--- config.mk ---
export PLATFORM = sky130hd
export DESIGN_NAME = jk_sync_counter
export DESIGN_NICKNAME = d
export VERILOG_FILES = /design/src/rtl/jkc_pkg.sv /design/src/rtl/jk_cell.sv /design/src/rtl/jk_sync_counter.sv
export SDC_FILE = /design/constraint.sdc
export NUM_CORES = 1
export LEC_CHECK = 0
export ABC_AREA = 1
export BUFFER_PORTS_ARGS = -buffer_cell sky130_fd_sc_hd__buf_2
export CORE_AREA = 2 2 39 41
export DETAILED_ROUTE_END_ITERATION = 7
export DIE_AREA = 0 0 41 43
export HOLD_SLACK_MARGIN = 0.05
export SLEW_MARGIN = 15
export SYNTH_ARGS = -nofsm -noshare
export SYNTH_HDL_FRONTEND = slang
export SYNTH_SLANG_ARGS = --single-unit
--- constraint.sdc ---
create_clock -name clk -period 3 [get_ports clk]
set_input_delay 0.45 -clock clk [delete_from_list [all_inputs] [get_ports clk]]
set_output_delay 0.45 -clock clk [all_outputs]
set_load 0.05 [all_outputs]
--- src/rtl/jkc_pkg.sv ---
// ============================================================
// Package : jkc_pkg
// Brief   : JK encodings, steering modes and defaults for jk_sync_counter.
// Rev     : 1.0 - initial release
// ============================================================
`default_nettype none

package jkc_pkg;

  // {j,k} encodings
  localparam logic [1:0] JK_HOLD   = 2'b00;
  localparam logic [1:0] JK_RESET  = 2'b01;
  localparam logic [1:0] JK_SET    = 2'b10;
  localparam logic [1:0] JK_TOGGLE = 2'b11;

  localparam int JKC_DEF_WIDTH   = 4;
  localparam int JKC_DEF_MODULUS = 10;

  typedef enum logic [2:0] {
    MODE_HOLD    = 3'd0,
    MODE_UP      = 3'd1,
    MODE_DOWN    = 3'd2,
    MODE_WRAP_UP = 3'd3,
    MODE_WRAP_DN = 3'd4,
    MODE_LOAD    = 3'd5
  } jkc_mode_e;

  function automatic logic [1:0] jk_force(input logic b);
    return b ? JK_SET : JK_RESET;
  endfunction

endpackage

`default_nettype wire

--- src/rtl/jk_cell.sv ---
// ============================================================
// Module : jk_cell
// Brief  : Single JK flip-flop with synchronous active-high reset.
// Rev    : 1.0 - initial release
// ============================================================
`default_nettype none

module jk_cell
  import jkc_pkg::*;
(
  input  logic clk,
  input  logic reset,
  input  logic j,
  input  logic k,
  output logic q
);

  logic r_q;

  always_ff @(posedge clk) begin
    if (reset) begin
      r_q <= 1'b0;
    end else begin
      case ({j, k})
        JK_RESET:  r_q <= 1'b0;
        JK_SET:    r_q <= 1'b1;
        JK_TOGGLE: r_q <= ~r_q;
        default:   r_q <= r_q;
      endcase
    end
  end

  assign q = r_q;

endmodule

`default_nettype wire

--- src/rtl/jk_sync_counter.sv ---
// ============================================================
// Module : jk_sync_counter
// Brief  : Modulo up/down counter built from JK cells; only j/k steering,
//          tc and wrap live here. Optional parallel load: JKC_LOAD_EN.
// Rev    : 1.0 - initial release
// ============================================================
`default_nettype none

module jk_sync_counter
  import jkc_pkg::*;
#(
  parameter int WIDTH   = JKC_DEF_WIDTH,
  parameter int MODULUS = JKC_DEF_MODULUS
) (
  input  logic             clk,
  input  logic             reset,
  input  logic             en,
  input  logic             up,
`ifdef JKC_LOAD_EN
  input  logic             load,
  input  logic [WIDTH-1:0] din,
`endif
  output logic [WIDTH-1:0] count,
  output logic             tc,
  output logic             wrap
);

  localparam logic [WIDTH-1:0] c_MAX     = WIDTH'(MODULUS - 1);
  localparam logic [WIDTH:0]   c_MOD_EXT = (WIDTH + 1)'(MODULUS);

  jkc_mode_e              w_mode;
  logic [WIDTH-1:0]       w_tog_up;
  logic [WIDTH-1:0]       w_tog_dn;
  logic [WIDTH-1:0][1:0]  w_jk;
  logic                   w_at_max;
  logic                   w_at_zero;
  logic                   r_wrap;

  assign w_at_max  = (count == c_MAX);
  assign w_at_zero = (count == '0);

`ifdef JKC_LOAD_EN
  logic [WIDTH-1:0] w_load_val;
  // Out-of-range load values saturate to the top of the count range
  assign w_load_val = ({1'b0, din} >= c_MOD_EXT) ? c_MAX : din;
`endif

  always_comb begin
    w_mode = MODE_HOLD;
`ifdef JKC_LOAD_EN
    if (load) w_mode = MODE_LOAD;
    else
`endif
    if (en) begin
      if (up) w_mode = w_at_max  ? MODE_WRAP_UP : MODE_UP;
      else    w_mode = w_at_zero ? MODE_WRAP_DN : MODE_DOWN;
    end
  end

  // Ripple-free toggle conditions: all lower bits 1 (up) or all 0 (down)
  for (genvar i = 0; i < WIDTH; i++) begin : g_tog
    if (i == 0) begin : g_lsb
      assign w_tog_up[i] = 1'b1;
      assign w_tog_dn[i] = 1'b1;
    end else begin : g_upper
      assign w_tog_up[i] = &count[i-1:0];
      assign w_tog_dn[i] = ~|count[i-1:0];
    end
  end

  always_comb begin
    w_jk = '0;
    for (int i = 0; i < WIDTH; i++) begin
      case (w_mode)
        MODE_UP:      w_jk[i] = w_tog_up[i] ? JK_TOGGLE : JK_HOLD;
        MODE_DOWN:    w_jk[i] = w_tog_dn[i] ? JK_TOGGLE : JK_HOLD;
        MODE_WRAP_UP: w_jk[i] = JK_RESET;
        MODE_WRAP_DN: w_jk[i] = jk_force(c_MAX[i]);
`ifdef JKC_LOAD_EN
        MODE_LOAD:    w_jk[i] = jk_force(w_load_val[i]);
`endif
        default:      w_jk[i] = JK_HOLD;
      endcase
    end
  end

  for (genvar i = 0; i < WIDTH; i++) begin : g_cell
    jk_cell u_cell (
      .clk   (clk),
      .reset (reset),
      .j     (w_jk[i][1]),
      .k     (w_jk[i][0]),
      .q     (count[i])
    );
  end

  always_ff @(posedge clk) begin
    if (reset) r_wrap <= 1'b0;
    else       r_wrap <= (w_mode == MODE_WRAP_UP) || (w_mode == MODE_WRAP_DN);
  end

  assign tc   = en & ((up & w_at_max) | (~up & w_at_zero));
  assign wrap = r_wrap;

endmodule

`default_nettype wire

-- After elaboration in Yosys (flattened, before gate mapping)
Cells that the tools add are included.
Widths: inputs -> output; s select.
- register bits: 5
- input bits: 4
- output and inout bits: 6
- logic and storage cells: 61
- equal/unequal tests: 17
- multiplexer cells: 18
- bitwise operators: 9
- reduce and logical (&&, ||, !) cells: 12
- operators by type and width (operator ; count):
    $pmux 2 s3 ; 3
    $eq 2x2->1 const B ; 8
    $mux 2 ; 7
    $pmux 1 s3 ; 4
    $reduce_bool 3->1 ; 4
    $mux 3 ; 3
    $eq 2x1->1 const B ; 4
    $pmux 2 s4 ; 1
    $eq 3x2->1 const B ; 2
    $reduce_or 2->1 ; 3
    $not 1->1 ; 5
    $eq 4x4->1 const B ; 1
    $logic_not 4->1 ; 1
    $and 1x1->1 ; 3
    $eq 3x1->1 const B ; 1
    $eq 3x3->1 const B ; 1
    $reduce_and 3->1 ; 1
    $reduce_or 3->1 ; 1
    $reduce_and 2->1 ; 1
    $logic_or 1x1->1 ; 1
    $or 1x1->1 ; 1

-- Longest topological paths before layout
- depth in word-level cells: 9
- gate-level depth with buffers: 8
- depth with buffers taken out: 8

-- Modules after synthesis
From an unflattened synthesis, not the netlist that was laid out.
- cell total of the unflattened synthesis: 68
- area total of the unflattened synthesis: 384.1 um^2
- by module, submodules not included (module ; instances ; cells each ; area each (um^2) ; seq. area each (um^2)):
    jk_sync_counter ; 1 ; 44 ; 229.0 ; 20.0
    jk_cell ; 4 ; 6 ; 38.8 ; 20.0

-- Least setup slack after synthesis
OpenSTA, ideal clock, no wires.
- path type: in2out
- start: input en
- end: output tc
- arrival: 1.016 ns
- data required time: 2.550 ns
- slack: 1.534 ns
- stages: 4
- buffers on the path: 0
- cell sequence: nand2_1 inv_1 nand3_1 nand2_1
- cells in the longest elaborated chain, start to end: 1
- RTL lines (element ; RTL line ; RTL):
    start, declared ; jk_sync_counter.sv:17 ; input logic en,
    $and 1x1->1 ; jk_sync_counter.sv:102 ; assign tc = en & ((up & w_at_max) | (~up & w_at_zero));
    end, declared ; jk_sync_counter.sv:24 ; output logic tc,
Every way passes these cells.

-- Worst setup path after layout
- start: register g_cell[0].u_cell.r_q
- end: output tc
- cells in the longest elaborated chain, start to end: 4
- elaborated cells between the ends (all ways): 6
- classes of those cells: 1 x eq/ne; 4 x bitwise; 1 x reduce/logical
- RTL lines (element ; RTL line ; RTL):
    start, declared ; jk_cell.sv:18 ; logic r_q;
    start signal, assigned ; jk_cell.sv:27 ; JK_TOGGLE: r_q <= ~r_q;
    start signal, assigned ; jk_cell.sv:28 ; default: r_q <= r_q;
    $eq 4x4->1 or $logic_not 4->1 (tied branches) ; jk_sync_counter.sv:39, jk_sync_counter.sv:40 ;
    $and 1x1->1 ; jk_sync_counter.sv:102 ;
    $or 1x1->1 * ; jk_sync_counter.sv:102 ;
    $and 1x1->1 * ; jk_sync_counter.sv:102 ;
Mark *: on every way between the ends. The rest lies on a longest branch, timed or not.

==> summary.txt <==
Status
  • Status: completed

Layout
  • Register area: 100.1 sq um
  • Layout cells sized above 1: 0.2319
  • Multi-input logic area: 197.7 sq um
  • # diodes: 0
  • Area growth syn-to-layout: 17.13%
  • Nets: 74
  • FILL cells: 161

CTS
  • Worst-Skew Late Latency: 0.26 ns
  • H-tree levels: 1
  • Num CTS Buffers: 3
  • CTS tree: done
  • Clk buf depth: 2
  • CTS sink cnt: 5
  • Worst-path clk slew: 0.05 ns
  • Root Buffer: clkbuf_4
  • Setup Buffers After CTS: 0
  • Hold Buf Count CTS: 0
  • Post_cts resized: 0

Timing
  • Fin Hold WS: 0.4137 ns
  • Relative slew slack: 0.8235
  • Tightest Pin Transition: 0.2643 ns
  • Fin Setup TNS: 0 ns
  • Final Hold Viols: 0
  • RSZ-0062 raised after global routing: no
  • Final worst slack: 1.238 ns
  • Period utilisation layout: 0.5875
  • Final Slew Violations: 0
  • Final Setup Violations: 0
  • Tmin final: 1.762 ns
  • Maximum clock frequency: 567.4 MHz
  • Clock Skews: 0.008012 ns

Synthesis
  • Warnings, synthesis: 0
  • Cell Area, Synth: 357.8 sq um
  • Sequential fraction of the synthesis area: 0.2797
  • Flops & latches, synth: 5
  • Largest area contributor in the netlist: dfxtp_1
  • Synth cell types: 13
  • Syn Area/Cell: 5.964 sq um
  • Synth top area share: 0.2797
  • Post-Syn Instances: 60
  • Net Count, Synth: 64
  • Top cells by area, synth: dfxtp_1 (28%), nand2_1 (23%), nand3_1 (8.4%)

Worst setup path
  • Max FO, Critical Path: 8
  • Reg-to-Reg Start: g_cell[0].u_cell.q$_SDFFE_PP0P_
  • CP Class: flop to output port
  • Critical path launch point: g_cell[0].u_cell.q$_SDFFE_PP0P_
  • CP arrival: 1.31 ns
  • Crit-path cells: nand2_1 > inv_1 > nand3_1 > nand2_1 > buf_2
  • CP most frequent cell: nand2_1
  • Endpoint class of the critical path: output port
  • WP depth: 5
  • Slowest CP cell: dfxtp_1
  • Delay of the slowest cell on the worst path: 0.46 ns
  • Crit path to: tc
  • R2R depth: 7
  • Startpoint types: flop
  • Reg2reg end: g_cell[1].u_cell.q$_SDFFE_PP0P_
  • Buf/Inv on CP: 2
  • Crit-path leading delay family: flip-flops
  • R2R Setup Slk: 1.90 ns
  • Worst Path Required: 2.55 ns

Power
  • P_leak: 0.2358 nW
  • Peak VDD IR: 0.2242 mV
  • PwrDens: 568.5 mW/mm^2
  • Total power: 0.2383 mW

Route
  • Final ANT Viol Nets: 0
  • Vias per inst: 4.529
  • Vias: 385
  • Final wirelength: 766 um
  • Drt drc: 0
  • First DRT Iteration DRCs: 8
  • WL/cell: 9.012 um
  • TritonRoute pass-1 iters: 4

Floorplanning
  • Die area: 0.001763 sq mm
  • Chip width: 41 um
  • Core Rows: 14
  • Initial Utilization: 0.2586
  • I/O Pins: 10
  • Core Area: 0.001384 sq mm
  • Die extent in y: 43 um

Placement
  • Setup WS pre-CTS: 1.373 ns
  • Final HPWL DP: 604 um
  • Port bufs: 9
  • Routability cong.: 0.7730

Global routing
  • Initial antenna violation count: 0
  • Gr usage total: 0.1103
  • Vias in the first global route: 304
  • Gr ovfl total: 0
  • Largest net degree at the start of global routing: 9
  • First-pass GRT wire length: 1262 um

Job
  • Max_cap viols: 0

Worst hold path
  • HP Class: input pin to flop
[power by group]
group	total (mW)	internal, mW	switching (mW)	leakage, nW
Clock	0.0844	0.0507	0.0337	0.0150
Combinational	0.0715	0.0198	0.0517	0.180
Sequential	0.0824	0.0728	0.00965	0.0411
Total	0.238	0.143	0.0950	0.236
[how the worst min path moves through the flow]
stage / cells after the start / slack, ns / startpoint / to
final: 2 / 0.41 / reset / g_cell[2].u_cell.q$_SDFFE_PP0P_
after global routing: 2 / 0.43 / reset / g_cell[2].u_cell.q$_SDFFE_PP0P_
after CTS: 2 / 0.42 / reset / g_cell[2].u_cell.q$_SDFFE_PP0P_
after detailed placement: 2 / 0.55 / g_cell[2].u_cell.q$_SDFFE_PP0P_ / g_cell[2].u_cell.q$_SDFFE_PP0P_
after global placement: 2 / 0.54 / g_cell[2].u_cell.q$_SDFFE_PP0P_ / g_cell[2].u_cell.q$_SDFFE_PP0P_
after floorplan: 2 / 0.51 / g_cell[2].u_cell.q$_SDFFE_PP0P_ / g_cell[2].u_cell.q$_SDFFE_PP0P_
[logic make-up (layout without fill, tap and decap cells)]
group | after synthesis | after routing | synth area share
simple gates | 39 | 39 | 0.4965
buf+inv | 12 | 21 | 0.1678
flops | 5 | 5 | 0.2797
compound gates | 4 | 4 | 0.05595
[sequential cells by signal, summed over array words and instances, names as in the netlist]
| signal | count |
|---|---|
| wrap | 1 |
| g_cell.u_cell.q | 4 |
[per-layer routing]
metal | track usage | part of all wire
met5 | 0 | 0
met4 | 0.06000 | 0.021
met3 | 0.04712 | 0.077
met2 | 0.1438 | 0.41
met1 | 0.1474 | 0.49
[synth_stat cells (all sizes together)]
library cell,instances
and2,1
nor2,7
dfxtp,5
nand3,7
nand4,2
nand2,22
a21oi,4
buf,4
inv,8
[placed cells by master (no fill, tap or decap), drive strengths merged]
cell and count:
a21oi 4, nand3 7, inv 8, nand2 22, and2 1, clkbuf 4
buf 9, dfxtp 5, nand4 2, nor2 7
[per-stage QoR]
stage	std cells	instance area, sq um	utilization
final	85	419.2	0.3029
after global routing	85	419.2	0.3029
after CTS	85	419.2	0.3029
after detailed placement	81	392.9	0.2839
after global placement	81	392.9	0.2839
after floorplan	60	357.8	-
[area by class of cell]
cell class	count	area share
Clock buffer	4	0.06269
Inverter	8	0.07164
Multi-Input combinational cell	43	0.4716
Sequential cell	5	0.2388
Tap cell	16	0.04776
Timing Repair Buffer	9	0.1075
(Power assumes the default switching activity.)
